$ cat src/rtl/mmio_timer_pkg.sv
// Shared register map, CTRL bit positions and reset constants for the
// memory-mapped timer peripheral.
package mmio_timer_pkg;

  localparam logic [1:0] OFS_CTRL    = 2'd0;
  localparam logic [1:0] OFS_COUNT   = 2'd1;
  localparam logic [1:0] OFS_COMPARE = 2'd2;
  localparam logic [1:0] OFS_STATUS  = 2'd3;

  localparam int CTRL_EN           = 0;
  localparam int CTRL_AUTO_RELOAD  = 1;
  localparam int CTRL_IRQ_EN       = 2;
  localparam int CTRL_PRESCALE_LSB = 8;

  localparam logic [31:0] COMPARE_RST = 32'hFFFF_FFFF;

  // The run state is a view of CTRL.EN, never a separate register.
  typedef enum logic {
    ST_IDLE = 1'b0,
    ST_RUN  = 1'b1
  } state_e;

endpackage

$ cat src/rtl/mmio_timer_tick_gen.sv
// Prescaler: counts 0..prescale while enabled and pulses tick for one cycle
// when the count reaches prescale, giving one tick every prescale+1 cycles.
module tick_gen #(
  parameter int PRESCALE_W = 8
) (
  input  logic                  clk,
  input  logic                  rst,
  input  logic                  enable,
  input  logic                  clear,
  input  logic [PRESCALE_W-1:0] prescale,
  output logic                  tick
);

  logic [PRESCALE_W-1:0] pre_cnt_q, pre_cnt_d;

  assign tick = enable && (pre_cnt_q == prescale);

  always_comb begin
    // NOTE: give every always_comb output a value up front so no path leaves it unassigned and infers a latch.
    pre_cnt_d = pre_cnt_q + {{(PRESCALE_W-1){1'b0}}, 1'b1};
    if (clear || !enable || tick) begin
      pre_cnt_d = '0;
    end
  end

  always_ff @(posedge clk or posedge rst) begin
    if (rst) begin
      pre_cnt_q <= '0;
    end else begin
      // NOTE: sequential state uses non-blocking assignment so every flop samples pre-edge values.
      pre_cnt_q <= pre_cnt_d;
    end
  end

endmodule

$ cat src/rtl/mmio_timer.sv
// Memory-mapped 32-bit timer: prescaled up-counter with compare match,
// one-shot or auto-reload operation, and a level interrupt.
module mmio_timer
  import mmio_timer_pkg::*;
#(
  parameter logic [31:0] BASE_ADDR  = 32'h0000_1000,
  parameter int          PRESCALE_W = 8
) (
  input  logic        clk,
  input  logic        rst,
  input  logic [31:0] DataAdr,
  input  logic [31:0] WriteData,
  input  logic        MemWrite,
  output logic [31:0] ReadData,
  output logic        hit,
  output logic        irq
);

  logic                  en_q, en_d;
  logic                  auto_reload_q, auto_reload_d;
  logic                  irq_en_q, irq_en_d;
  logic [PRESCALE_W-1:0] prescale_q, prescale_d;
  logic [31:0]           count_q, count_d;
  logic [31:0]           compare_q, compare_d;
  logic                  match_q, match_d;

  logic [1:0]  ofs;
  logic        wr_en, wr_ctrl, wr_count, wr_compare, wr_status;
  logic        tick, is_match;
  logic [31:0] ctrl_word;
  state_e      state;

  assign hit   = (DataAdr >= BASE_ADDR) && (DataAdr <= BASE_ADDR + 32'd15);
  assign ofs   = DataAdr[3:2];
  assign wr_en = MemWrite && hit && (DataAdr[1:0] == 2'b00);

  assign wr_ctrl    = wr_en && (ofs == OFS_CTRL);
  assign wr_count   = wr_en && (ofs == OFS_COUNT);
  assign wr_compare = wr_en && (ofs == OFS_COMPARE);
  assign wr_status  = wr_en && (ofs == OFS_STATUS);

  assign state    = en_q ? ST_RUN : ST_IDLE;
  assign is_match = (count_q == compare_q);
  assign irq      = match_q && irq_en_q;

  tick_gen #(
    .PRESCALE_W (PRESCALE_W)
  ) u_tick_gen (
    .clk      (clk),
    .rst      (rst),
    .enable   (state == ST_RUN),
    .clear    (wr_ctrl),
    .prescale (prescale_q),
    .tick     (tick)
  );

  always_comb begin
    en_d          = en_q;
    auto_reload_d = auto_reload_q;
    irq_en_d      = irq_en_q;
    prescale_d    = prescale_q;
    count_d       = count_q;
    compare_d     = compare_q;

    if (tick) begin
      if (is_match) begin
        if (auto_reload_q) count_d = '0;
        else               en_d    = 1'b0;
      end else begin
        count_d = count_q + 32'd1;
      end
    end

    // Bus writes are applied last so they override the tick update.
    if (wr_ctrl) begin
      en_d          = WriteData[CTRL_EN];
      auto_reload_d = WriteData[CTRL_AUTO_RELOAD];
      irq_en_d      = WriteData[CTRL_IRQ_EN];
      prescale_d    = WriteData[CTRL_PRESCALE_LSB +: PRESCALE_W];
    end
    if (wr_count)   count_d   = WriteData;
    if (wr_compare) compare_d = WriteData;

    // A match in the same cycle as a write-1-to-clear keeps MATCH set.
    match_d = (match_q && !(wr_status && WriteData[0])) || (tick && is_match);
  end

  always_comb begin
    ctrl_word                                        = '0;
    ctrl_word[CTRL_EN]                               = en_q;
    ctrl_word[CTRL_AUTO_RELOAD]                      = auto_reload_q;
    ctrl_word[CTRL_IRQ_EN]                           = irq_en_q;
    ctrl_word[CTRL_PRESCALE_LSB +: PRESCALE_W]       = prescale_q;

    ReadData = '0;
    if (hit) begin
      case (ofs)
        OFS_CTRL:    ReadData = ctrl_word;
        OFS_COUNT:   ReadData = count_q;
        OFS_COMPARE: ReadData = compare_q;
        default:     ReadData = {31'b0, match_q};
      endcase
    end
  end

  always_ff @(posedge clk or posedge rst) begin
    if (rst) begin
      // NOTE: every register is reset because software reads any of them right after reset.
      en_q          <= 1'b0;
      auto_reload_q <= 1'b0;
      irq_en_q      <= 1'b0;
      prescale_q    <= '0;
      count_q       <= '0;
      compare_q     <= COMPARE_RST;
      match_q       <= 1'b0;
    end else begin
      en_q          <= en_d;
      auto_reload_q <= auto_reload_d;
      irq_en_q      <= irq_en_d;
      prescale_q    <= prescale_d;
      count_q       <= count_d;
      compare_q     <= compare_d;
      match_q       <= match_d;
    end
  end

endmodule
$ cat config.mk
export PLATFORM = sky130hd
export DESIGN_NAME = mmio_timer
export DESIGN_NICKNAME = d
export VERILOG_FILES = /design/src/rtl/mmio_timer_pkg.sv /design/src/rtl/mmio_timer_tick_gen.sv /design/src/rtl/mmio_timer.sv
export SDC_FILE = /design/constraint.sdc
export NUM_CORES = 1
export LEC_CHECK = 0
export CORE_ASPECT_RATIO = 0.9
export CORE_MARGIN = 4
export CORE_UTILIZATION = 53
export DETAILED_ROUTE_END_ITERATION = 8
export GPL_ROUTABILITY_DRIVEN = 0
export PLACE_DENSITY = 0.81
export SLEW_MARGIN = 20
export SYNTH_ARGS = -nofsm -noshare
export SYNTH_HDL_FRONTEND = slang
export SYNTH_SLANG_ARGS = --single-unit
$ cat constraint.sdc
create_clock -name clk -period 3.61 [get_ports clk]
set_input_delay 0.722 -clock clk [delete_from_list [all_inputs] [get_ports clk]]
set_output_delay 0.722 -clock clk [all_outputs]
set_load 0.02 [all_outputs]
==> impl_metrics.env, run 1 <==
export IMPL_synth_seq_cells=84
export IMPL_synth_seq_area_share_pct=38.7
export IMPL_drive_above_1_share_pct=19.1
export IMPL_post_drt_wl_per_cell_um=21.1
export IMPL_grt_max_degree=48
export IMPL_post_route_period_util_pct=93.4
export IMPL_drc=0
export IMPL_worstSetupPathType="input port to output pin"
export IMPL_fmax_mhz=297
export IMPL_clk_latency_ns=0.35
export IMPL_period_needed_ns=3.37
export IMPL_rrSetupSlack_ns=0.79
export IMPL_maxSlewViolCount=0
export IMPL_rsz0062_at_grt="false"
export IMPL_hp_class="flip-flop to flip-flop"
export IMPL_critPathSlowestCell="clkdlybuf4s50_1"
export IMPL_cts_setup_buffers=0
export IMPL_slew_limit_headroom_pct=43.4
export IMPL_core_sq_um=10200
export IMPL_area_growth_pct=24.7
export IMPL_ir_drop_uv=232
export IMPL_worstPathArrival_ns=2.65
export IMPL_whs_path_depth=1
export IMPL_p_clk_share_pct=46.7
export IMPL_tightest_slew_ns=0.843
export IMPL_critPathTopFamily="buffers and inverters"
export IMPL_grt_pass1_vias=5021
export IMPL_initial_utilization_pct=54.2
export IMPL_post_place_ws_ns=-0.135
export IMPL_io_buffers=100
export IMPL_p_sw_share_pct=22.8
export IMPL_ios=101
export IMPL_syn_inst=576
export IMPL_grt_pass1_wl_mm=26.2
export IMPL_max_stage_delay_ns=0.61
export IMPL_yosys_area_top_type="dfrtp_1"
export IMPL_setup_viol=0
export IMPL_syn_avg_cell_area_sq_um=9.61
export IMPL_p_seq_share_pct=46.0
export IMPL_antenna_cells=0
export IMPL_crit_top_cell="clkdlybuf4s50_1"
export IMPL_start_kind="input port"
export IMPL_synth_nets=645
export IMPL_cts_sinks=84
export IMPL_cts_path_max_buffers=2
export IMPL_cp_num_buf_inv=3
export IMPL_power_density_nw_per_um2=297
export IMPL_worstSetupEndpoint="hit"
export IMPL_crit_cells=6
export IMPL_die_area_sq_um=12100
export IMPL_clkSlewWorstSetupHoldPaths_ns=0.06
export IMPL_syn_cell_area_sq_um=5540
export IMPL_viasPerCell=6.53
export IMPL_switching_power_mw=0.467
export IMPL_dr_pass1_iters=6
export IMPL_outcome="finished clean"
export IMPL_die_w_um=116
export IMPL_drt_iter0_drc=568
export IMPL_drv_cap=0
export IMPL_final_common_cell="clkdlybuf4s50_1"
export IMPL_antenna_found_initial=0
export IMPL_async_reset_ff_share_pct=100
export IMPL_yosys_cell_types_count=69
export IMPL_holdWs_ns=0.538
export IMPL_num_rows=35
export IMPL_critPathLaunch="DataAdr[5]"
export IMPL_final_cell_mix="clkdlybuf4s50_1 (68), nor2_1 (67), dfrtp_1 (52), mux2_2 (43), xor2_1 (36)"
export IMPL_cts_tree="yes"
export IMPL_p_comb_share_pct=7.3
export IMPL_r2r_start="count_q[2]"
export IMPL_gr_total_overflow=0
export IMPL_dpl_hpwl_mm=12.1
export IMPL_crit_required_ns=2.89
export IMPL_yosysWarnings=0
export IMPL_end_kind="output pin"
export IMPL_yosysTopAreaCellShare_pct=23.5
export IMPL_wl_mm=16.8
export IMPL_power_leakage_nw=3.04
export IMPL_synth_edff_count=0
export IMPL_worst_slack_ns=0.238
export IMPL_cts_root_buf="clkbuf_16"
export IMPL_reg2reg_depth=7
export IMPL_timing_rr_end="count_q[14]"
export IMPL_hold_viol_final=0
export IMPL_fin_nets=730
export IMPL_skew_ns=0.0134
export IMPL_ant_nets=0
export IMPL_cts_htree_levels=3
export IMPL_grt_total_usage_pct=27.2
export IMPL_synthFlopType="dfrtp_1"
export IMPL_critPathMaxFanout=3
export IMPL_num_vias=5195
export IMPL_synthTopCellsByArea="dfrtp_1 (24%), dfstp_2 (15%), mux2_2 (8.7%), xor2_1 (5.7%), nor2_1 (4.5%)"
export IMPL_die_h_um=105
export IMPL_crit_chain="clkdlybuf4s50_1, nor4_1, nand4_1, or2_4, inv_1, clkdlybuf4s50_1"
export IMPL_numCtsBuffers=9
export IMPL_p_int_mw=1.58
[power by group through the flow]
stage / clock (mW) / combinational, mW / sequential, mW
5_1_grt: 1.00 / 0.160 / 0.943
3_3_place_gp: 0 / 0.147 / 0.960
4_1_cts: 0.952 / 0.150 / 0.944
3_5_place_dp: 0 / 0.149 / 0.960
6_report: 0.959 / 0.150 / 0.944
2_1_floorplan: 0 / 0.0437 / 0.959
[worst min-delay path by stage]
stage / start / to
2_1_floorplan: match_q / match_q
3_3_place_gp: irq_en_q / irq_en_q
3_5_place_dp: match_q / match_q
4_1_cts: match_q / match_q
5_1_grt: irq_en_q / irq_en_q
6_report: u_tick_gen.pre_cnt_q[0] / u_tick_gen.pre_cnt_q[0]
[Yosys cell counts, types with 6 or more instances]
master	number
a21oi_1	23
a221oi_1	14
a22oi_1	32
and2_1	6
and3_1	6
and4_1	9
buf_2	20
buf_6	9
clkbuf_1	11
dfrtp_1	52
dfstp_2	32
inv_1	14
mux2_2	43
mux2i_1	10
nand2_1	29
nand3_1	23
nand4_1	12
nor2_1	67
nor3_1	9
nor4_1	17
o211ai_1	9
o21ai_0	13
o311a_1	7
xnor2_1	12
xor2_1	36
[sequential cells by signal, indices dropped and copies added, names as in the netlist]
register / flops
match_q: 1
count_q: 32
irq_en_q: 1
en_q: 1
prescale_q: 8
compare_q: 32
u_tick_gen.pre_cnt_q: 8
auto_reload_q: 1
[final cells by class]
| type | count | area (sq um) |
|---|---|---|
| Timing Repair Buffer | 119 | 1160 |
| Tap cell | 129 | 161 |
| Inverter | 14 | 53.8 |
| Clock buffer | 11 | 243 |
| Sequential cell | 84 | 2140 |
| Clock inverter | 5 | 60.1 |
| Multi-Input combinational cell | 433 | 3080 |
| Fill cell | 791 | 3300 |
[logic make-up (layout without fill, tap and decap cells)]
| kind of cell | after synthesis | count (layout) | share of synthesized area, % |
|---|---|---|---|
| buf+inv | 59 | 149 | 5.85 |
| compound gates | 125 | 125 | 16.5 |
| xor+xnor | 48 | 48 | 7.59 |
| fa+ha+maj | 2 | 2 | 0.452 |
| flops | 84 | 84 | 38.7 |
| mux | 54 | 54 | 11.0 |
| simple gates | 204 | 204 | 20.0 |
[per-layer routing]
metal	part of all wire, %	vias to the layer above	GRT usage (%)	wire, um
met4	3.1	0	9.44	525
li1	-	2296	-	-
met2	47	323	43.3	7890
met1	40	2515	37.4	6710
met5	0	-	0	0
met3	10	61	4.40	1680
[through the flow]
stage / instances / total power [mW] / TNS (ns) / util, % / area (sq um)
floorplan: 576 / 1.00 / 0 / - / 5540
global placement: 779 / 1.11 / 0 / 64.9 / 6620
detailed placement: 779 / 1.11 / -2.88 / 64.9 / 6620
CTS: 795 / 2.05 / 0 / 67.6 / 6890
global route: 795 / 2.10 / 0 / 67.6 / 6900
finish: 795 / 2.05 / 0 / 67.6 / 6900
[worst register-to-register path, cell delays in order (launching register included)]
cell      delay, ns
dfrtp_1        0.47
xor2_1         0.23
nor4_1         0.54
nand4_1        0.41
nor2_4         0.54
a21oi_2        0.16
buf_4          0.23
o211ai_1       0.17
[repair_timing]
item | in CTS | in global routing
hold buffers | 0 | 0
gates resized for setup | 31 | 3
endpoints found under the setup margin | 32 | 2
pin swaps | 0 | 1
No activity file was read; power rests on OpenSTA's default activity.
==> run 2: changes to the inputs <==
--- a/config.mk
+++ b/config.mk
@@ -5,13 +5,15 @@
 export SDC_FILE = /design/constraint.sdc
 export NUM_CORES = 1
 export LEC_CHECK = 0
+export CELL_PAD_IN_SITES_DETAIL_PLACEMENT = 1
+export CELL_PAD_IN_SITES_GLOBAL_PLACEMENT = 2
 export CORE_ASPECT_RATIO = 0.9
-export CORE_MARGIN = 4
-export CORE_UTILIZATION = 53
+export CORE_MARGIN = 2
+export CORE_UTILIZATION = 33
 export DETAILED_ROUTE_END_ITERATION = 8
 export GPL_ROUTABILITY_DRIVEN = 0
-export PLACE_DENSITY = 0.81
-export SLEW_MARGIN = 20
+export PLACE_DENSITY_LB_ADDON = 0.1
+export SLEW_MARGIN = 10
 export SYNTH_ARGS = -nofsm -noshare
 export SYNTH_HDL_FRONTEND = slang
 export SYNTH_SLANG_ARGS = --single-unit
==> run 2 against run 1 <==
  * Setup slack better by 0.015 ns
  * First-iteration DRC count is 57% lower
  * Count of clock-buffer cells in the layout is 2 higher
  * Sequential cell count stayed put
  * Sequential power hardly changed
  * Critical endpoint is now ReadData[17]
==> impl_metrics.env, run 2 (synthesis gave the netlist of run 1 again) <==
export IMPL_outcome="finished clean"
export IMPL_drt_iter0_drc=245
export IMPL_period_needed_ns=3.36
export IMPL_crit_required_ns=2.89
export IMPL_reg2reg_depth=7
export IMPL_cts_tree="yes"
export IMPL_num_rows=44
export IMPL_post_drt_wl_per_cell_um=22.4
export IMPL_min_to="irq_en_q"
export IMPL_ios=101
export IMPL_reg_top3="compare_q (32), count_q (32)"
export IMPL_hold_viol_final=0
export IMPL_fin_setup_tns_ns=0
export IMPL_use_met3_pct=5.44
export IMPL_dr_pass1_iters=6
export IMPL_hp_class="flip-flop to flip-flop"
export IMPL_placedInstanceArea_sq_um=6760
export IMPL_crit_chain="clkdlybuf4s50_1, nor4_1, nand4_1, or2_1, buf_4, nor2_1, dlygate4sd2_1"
export IMPL_viasPerCell=5.65
export IMPL_grt_pass1_wl_mm=31.1
export IMPL_gr_total_overflow=0
export IMPL_die_area_sq_um=17800
export IMPL_rsz0062_at_grt="false"
export IMPL_area_growth_pct=27.6
export IMPL_core_sq_um=16300
export IMPL_antenna_cells=0
export IMPL_io_buffers=100
export IMPL_r2r_start="count_q[13]"
export IMPL_cts_path_max_buffers=2
export IMPL_grt_busiest_layer="met2"
export IMPL_p_seq_share_pct=45.6
export IMPL_wl_mm=19.6
export IMPL_timing_rr_end="count_q[3]"
export IMPL_p_clk_share_pct=47.0
export IMPL_grtUsageMet2_pct=37.0
export IMPL_switching_power_mw=0.467
export IMPL_fmax_mhz=298
export IMPL_grt_max_degree=48
export IMPL_fin_area_sq_um=7060
export IMPL_p_int_mw=1.60
export IMPL_cts_root_buf="clkbuf_16"
export IMPL_min_delay_start="irq_en_q"
export IMPL_grt_total_usage_pct=22.6
export IMPL_clk_latency_ns=0.35
export IMPL_die_h_um=127
export IMPL_drv_cap=0
export IMPL_ant_nets=0
export IMPL_slew_limit_headroom_pct=48.5
export IMPL_power_total_mw=2.07
export IMPL_power_leakage_nw=3.19
export IMPL_post_route_period_util_pct=93.0
export IMPL_drc=0
export IMPL_max_stage_delay_ns=0.40
export IMPL_cts_sinks=84
export IMPL_p_sw_share_pct=22.5
export IMPL_p_comb_share_pct=7.4
export IMPL_cts_htree_levels=3
export IMPL_gr_usage_met1_pct=30.5
export IMPL_start_kind="input port"
export IMPL_whs_path_depth=1
export IMPL_rrSetupSlack_ns=0.79
export IMPL_maxSlewViolCount=0
export IMPL_critPathMaxFanout=18
export IMPL_dpl_hpwl_mm=14.4
export IMPL_drive_above_1_share_pct=19.0
export IMPL_grt_pass1_vias=5393
export IMPL_worstSetupPathType="input port to output pin"
export IMPL_fin_nets=733
export IMPL_die_w_um=141
export IMPL_num_vias=4953
export IMPL_antenna_found_initial=0
export IMPL_worstPathArrival_ns=2.64
export IMPL_clkSlewWorstSetupHoldPaths_ns=0.06
export IMPL_initial_utilization_pct=34.0
export IMPL_tightest_slew_ns=0.769
export IMPL_skew_ns=0.00485
export IMPL_critPathSlowestCell="clkdlybuf4s50_1"
export IMPL_power_density_nw_per_um2=293
export IMPL_ir_drop_uv=221
export IMPL_final_cell_mix="nor2_1 (67), clkdlybuf4s50_1 (67), dfrtp_1 (52), mux2_2 (43), xor2_1 (36)"
export IMPL_numCtsBuffers=9
export IMPL_setup_viol=0
export IMPL_end_kind="output pin"
[run 2: repair_timing]
| item | 4_1_cts | 5_1_grt |
|---|---|---|
| setup buffers | 0 | 0 |
| endpoints found under the setup margin | 21 | 12 |
| pin swaps | 0 | 0 |
| gates resized for setup | 21 | 12 |
| hold buffers | 0 | 0 |
[run 2: per-layer routing]
layer,up-vias,wire length (um)
met3,24,809
met2,108,9190
met5,-,0
met4,0,342
li1,2308,-
met1,2513,9290
[run 2: cell type report]
type / count / area, sq um
clock buffers: 13 / 260
clock inverters: 3 / 45.0
fillers: 1841 / 9230
inverters: 14 / 53.8
multi-input cells: 433 / 3070
flip-flops and latches: 84 / 2140
well taps: 207 / 259
repair buffers: 122 / 1230
[run 2: worst max path at each step]
| stage | start | to | slack, ns |
|---|---|---|---|
| after floorplan | rst | auto_reload_q | 0.78 |
| after global placement | DataAdr[6] | ReadData[21] | -0.0004 |
| after detailed placement | DataAdr[17] | ReadData[17] | -0.06 |
| after CTS | DataAdr[17] | ReadData[8] | 0.002 |
| after global routing | DataAdr[24] | ReadData[26] | 0.09 |
| final | DataAdr[6] | ReadData[17] | 0.25 |
[run 2: power by group through the flow]
stage / logic [mW] / clock network [mW] / registers [mW]
CTS: 0.156 / 1.00 / 0.944
global placement: 0.154 / 0 / 0.960
detailed placement: 0.156 / 0 / 0.960
floorplan: 0.0437 / 0 / 0.959
global route: 0.165 / 1.04 / 0.943
finish: 0.153 / 0.972 / 0.944
[run 2: critical path, delay by kind of cell]
kind	cells	cell delay, ns
AND/OR/NAND/NOR	4	0.94
buffers and inverters	3	0.96
[run 2: per-stage QoR]
stage               worst slack, ns  std cells  hold WS [ns]  utilization [%]
global route                 0.0870        876         0.553             43.4
detailed placement          -0.0612        860         0.519             41.5
finish                        0.253        876         0.529             43.4
global placement          -0.000384        860         0.517             41.5
floorplan                     0.776        576         0.474                -
CTS                         0.00244        876         0.533             43.2
==> edit 1: new RTL, flow settings as in run 2 <==
`PRESCALE_W` is set to 8 in 2 places; all go to 6.
--- a/src/rtl/mmio_timer_tick_gen.sv
+++ b/src/rtl/mmio_timer_tick_gen.sv
@@ -2,5 +2,5 @@
 // when the count reaches prescale, giving one tick every prescale+1 cycles.
 module tick_gen #(
-  parameter int PRESCALE_W = 8
+  parameter int PRESCALE_W = 6
 ) (
   input  logic                  clk,
--- a/src/rtl/mmio_timer.sv
+++ b/src/rtl/mmio_timer.sv
@@ -5,5 +5,5 @@
 #(
   parameter logic [31:0] BASE_ADDR  = 32'h0000_1000,
-  parameter int          PRESCALE_W = 8
+  parameter int          PRESCALE_W = 6
 ) (
   input  logic        clk,
Formal check against the unedited RTL: not equivalent (a bounded check fails within 4 cycles, from zero or initial values and one cycle with rst high).
==> edit 1 against run 2 <==
Count of clock-buffer cells in the layout fell by 2. Core utilization rose by 0.42 points. Wire length fell by 2.9%. Worst setup slack improved by 0.043 ns. Register-to-register slack improved by 0.16 ns. Total power barely moved. Area after synthesis fell by 3.1%. Maximum frequency rose by 1.3%. Sequential cell count fell by 4. First-iteration DRC count rose by 36%. Final area fell by 0.73%. Largest power group unchanged.
==> edit 1: results (changes against run 2) <==
Status
  • Status: finished, final reports clean

Global routing
  • Met1 usage: 33.0% (+2.5 points)
  • Total global-route track usage: 22.3% (-0.31 points)
  • Routing usage on met2: 33.5% (-3.4 points)
  • Largest net degree at the start of global routing: 43 (-10%)

Pwr
  • Maximum vdd drop: 0.206 mV (-6.9%)
  • Internal Power: 0.00161 W (+0.24%)
  • Power Total: 0.00207 W (about the same)
  • Sequential share of power: 43.5% (-2.1 points)

Synth
  • Top post-synthesis cells by area: dfrtp_1 22%, dfstp_2 16%, mux2_1 6.3%
  • Post-synthesis adder-cell area fraction: 0.466% (+0.014 points)
  • Register area share after synthesis: 38.1% (-0.64 points)
  • Multiplexer area fraction after synthesis: 10.5% (-0.45 points)
  • Post-synth top cells: 65 x nor2_1, 48 x dfrtp_1, 37 x xnor2_1, 35 x nand2_1, 32 x dfstp_2
  • Synth Net Count: 646 (+0.16%)
  • Post-synthesis xor/xnor area fraction: 6.86% (-0.74 points)

Detailed routing
  • DR vias: 4,999 (+0.93%)
  • M1 WL: 9420 µm (+1.4%)
  • Met2 Wirelength: 8350 µm (-9.1%)
  • DRT Pass-1 Iters: 5 (-1)
  • First DRT Iteration DRCs: 332 (+36%)

Finish
  • Final-layout fill cell count: 1,825 (-0.87%)
  • Layout cell share with drive strength beyond 1: 15.8% (-3.2 points)

Setup path
  • CP Launch Point: DataAdr[20]
  • Worst flop-to-flop path startpoint: count_q[6]

Placement
  • Placed inst area: 6660 µm² (-1.5%)
  • Post-DP HPWL: 13,900 µm (-3.5%)

STA
  • Slew @ Worst Pin: 0.758 ns (-0.0111 ns)
  • Worst Clk Skew: 0.00677 ns (+0.00193 ns)
## edit 1: cell count changes after synthesis, moves of 6 or more
cell and delta:
a221oi_1 -8, and4_1 -9, clkbuf_1 +11, mux2_1 +30, mux2_2 -32, nand2_1 +6, nand4_1 +7, nor4_1 -9
o311a_1 -6, or4_1 +6, xnor2_1 +25, xor2_1 -31
## edit 1: final timing paths
kind | endpoint | slack, ns | depth (start not counted)
worst max-delay path | ReadData[14] | 0.30 | 7
worst min-delay path | u_tick_gen.pre_cnt_q[0] | 0.52 | 1
worst max register to register | count_q[7] | 0.95 | 7
worst min register to register | u_tick_gen.pre_cnt_q[0] | 0.52 | 1
max in group asynchronous | compare_q[26] | 2.04 | 3
min in group asynchronous | match_q | 0.81 | 2
## edit 1: metrics by stage
stage / setup TNS [ns] / utilization [%] / hold WS [ns] / instances / setup slack [ns]
after global placement: 0 / 41.5 / 0.497 / 864 / 0.0499
after floorplan: 0 / - / 0.474 / 577 / 0.753
after global routing: 0 / 43.8 / 0.552 / 880 / 0.128
after CTS: 0 / 43.5 / 0.523 / 880 / 0.00195
final: 0 / 43.8 / 0.524 / 880 / 0.296
after detailed placement: -0.0223 / 41.5 / 0.514 / 864 / -0.0104
## edit 1: cell type report
class | instances | area (µm²) | share of cell area (%)
inverter | 14 | 53.8 | 0.767
multi-input combinational | 434 | 3030 | 43.2
clock inverter | 5 | 80.1 | 1.14
tap | 207 | 259 | 3.69
sequential | 80 | 2040 | 29.1
timing repair buffer | 129 | 1300 | 18.6
clock buffer | 11 | 243 | 3.46
## edit 1: repair_timing
item                                    4_1_cts  5_1_grt
setup buffers                                 0        0
endpoints found under the setup margin       13       20
endpoints found under the hold margin         0        0
gates resized for setup                      13       20
hold buffers                                  0        0
==> edit 2: new RTL, config.mk and constraints of run 2 <==
Made on the original files. Put a register stage on the output `irq`, with the module's reset. The value now appears one clock later. The other outputs are not delayed to match.
--- a/src/rtl/mmio_timer.sv
+++ b/src/rtl/mmio_timer.sv
@@ -42,5 +42,11 @@
   assign state    = en_q ? ST_RUN : ST_IDLE;
   assign is_match = (count_q == compare_q);
-  assign irq      = match_q && irq_en_q;
+  always_ff @(posedge clk or posedge rst) begin
+    if (rst) begin
+      irq <= '0;
+    end else begin
+      irq <= match_q && irq_en_q;
+    end
+  end
 
   tick_gen #(
Formal check against the unedited RTL: not equivalent (Yosys sat finds a counterexample within 4 cycles, from zero or initial values and one cycle with rst high).
==> edit 2 against run 2 <==
The run now ends with design-rule violations left. Hold slack better by 0.0017 ns. Final area is 0.89% higher. Area after synthesis is 0.52% lower. Via count is 0.57% higher. Worst setup slack better by 0.051 ns. Wire length is 0.46% lower. Sequential cell count is 1 higher. Sequential share of layout area is 0.085 points higher. Total power hardly changed. Critical endpoint is now ReadData[29].
==> edit 2: results (changes against run 2) <==
Setup path
  • Worst reg-to-reg path cell count: 8 (+1)
  • Critical path arrival: 2.58 ns (-0.06 ns)

Detailed routing
  • DR vias/cell: 5.65 (about the same)
  • DRC viols: 12 (+12)
  • DRT Pass-1 Iters: 8 (+2)
  • First DRT Iteration DRCs: 312 (+27%)
  • DR vias: 4,981 (+0.57%)
  • WL final: 19,500 µm (-0.46%)

Synth
  • Number of distinct library cells after synthesis: 62 (-10%)
  • Average cell area after synthesis: 9.49 µm² (-1.2%)
  • Post-synth top cells: 65 x nor2_1, 53 x dfrtp_1, 44 x xnor2_1, 43 x mux2_2, 37 x nand2_1
  • Top post-synthesis cells by area: dfrtp_1 24%, dfstp_2 15%, mux2_2 8.8%
  • Synth Net Count: 649 (+0.62%)

Status
  • Status: finished, violations left
  • Failing checks: design-rule violations

Finish
  • Net count, final: 738 (+0.68%)
  • Final-layout fill cell count: 1,837 (-0.22%)
  • Layout cell share with drive strength beyond 1: 19.3% (+0.30 points)

STA
  • Slew headroom: 29.3% (-19 points)
  • Worst Clk Skew: 0.00795 ns (+0.00310 ns)

Global routing
  • Total global-route track usage: 22.7% (+0.12 points)
  • Vias in the first global route: 5,305 (-1.6%)
  • Largest net degree at the start of global routing: 86 (+79%)
  • Global-route wire length before repair: 31,300 µm (+0.69%)

Pwr
  • Maximum vdd drop: 0.230 mV (+4.0%)

Placement
  • Dpl cells: 865 (+0.58%)
  • Post-DP HPWL: 14,000 µm (-2.4%)
  • Pre-CTS WS: -0.0563 ns (+0.00485 ns)

Clock tree
  • H-tree levels: 3 (unchanged)
-- edit 2: cell types whose count changed after synthesis, sizes merged, moves of 4 or more --
| cell | change |
|---|---|
| and3 | +5 |
| clkbuf | +10 |
| buf | -7 |
| xnor2 | +32 |
| o21ai | -4 |
| nor4 | -7 |
| nand2 | +8 |
| xor2 | -32 |
-- edit 2: final cells by class --
cell class              instances  area share [%]
clock inverters                 3           0.650
well taps                     207            3.63
flip-flops and latches         85            30.4
multi-input cells             435            43.3
repair buffers                126            17.9
inverters                      12           0.650
clock buffers                  13            3.51
-- edit 2: logic make-up after synthesis --
family | synth area share (%)
buf+inv | 5.02
flops | 39.4
compound gates | 15.7
fa+ha+maj | 0.454
xor+xnor | 7.63
mux | 11.2
simple gates | 20.6
-- edit 2: metrics by stage --
step           power (W)  area, µm²  TNS, ns
6_report         0.00207       7130        0
5_1_grt          0.00215       7130        0
4_1_cts          0.00210       7080        0
3_5_place_dp     0.00112       6810   -0.491
3_3_place_gp     0.00112       6810        0
2_1_floorplan    0.00101       5510        0
-- edit 2: worst paths after layout --
check	startpoint	to	slack (ns)
min in group asynchronous	rst	u_tick_gen.pre_cnt_q[4]	0.78
setup reg to reg	count_q[25]	count_q[3]	0.66
hold / removal	irq_en_q	irq	0.53
setup / recovery	DataAdr[22]	ReadData[29]	0.30
max in group asynchronous	rst	compare_q[29]	2.40
hold reg to reg	irq_en_q	irq	0.53
-- edit 2: timing repair --
action | in CTS | in global routing
resized for setup | 18 | 16
setup endpoints to repair | 18 | 15
buffers inserted | 0 | 0
pin swaps | 0 | 0
hold buffers | 0 | 0
gates cloned | 0 | 0
-- edit 2: worst max-delay path: stages --
cell and delay (ns):
clkdlybuf4s50_1 0.41, nor4_1 0.28, nand4_1 0.16, or2_1 0.30
buf_4 0.22, nor2_1 0.12, dlygate4sd2_1 0.35
-- edit 2: metal layers --
layer  part of all wire, %  global-route usage [%]  wire length (µm)  up-vias
li1                      -                       -                 -     2299
met1                    48                    32.6              9370     2523
met2                    45                    35.3              8870      141
met3                   5.2                    4.30              1020       18
met4                   1.5                    6.18               284        0
met5                     0                       0                 0        -
-- edit 2: where the power goes --
part | total [W] | leakage (nW) | internal (W) | switching (W)
Sequential | 0.000955 | 1.02 | 0.000955 | 0.000000615
Combinational | 0.000152 | 1.97 | 0.0000825 | 0.0000695
Clock | 0.000962 | 0.140 | 0.000558 | 0.000404
Total | 0.00207 | 3.13 | 0.00159 | 0.000474
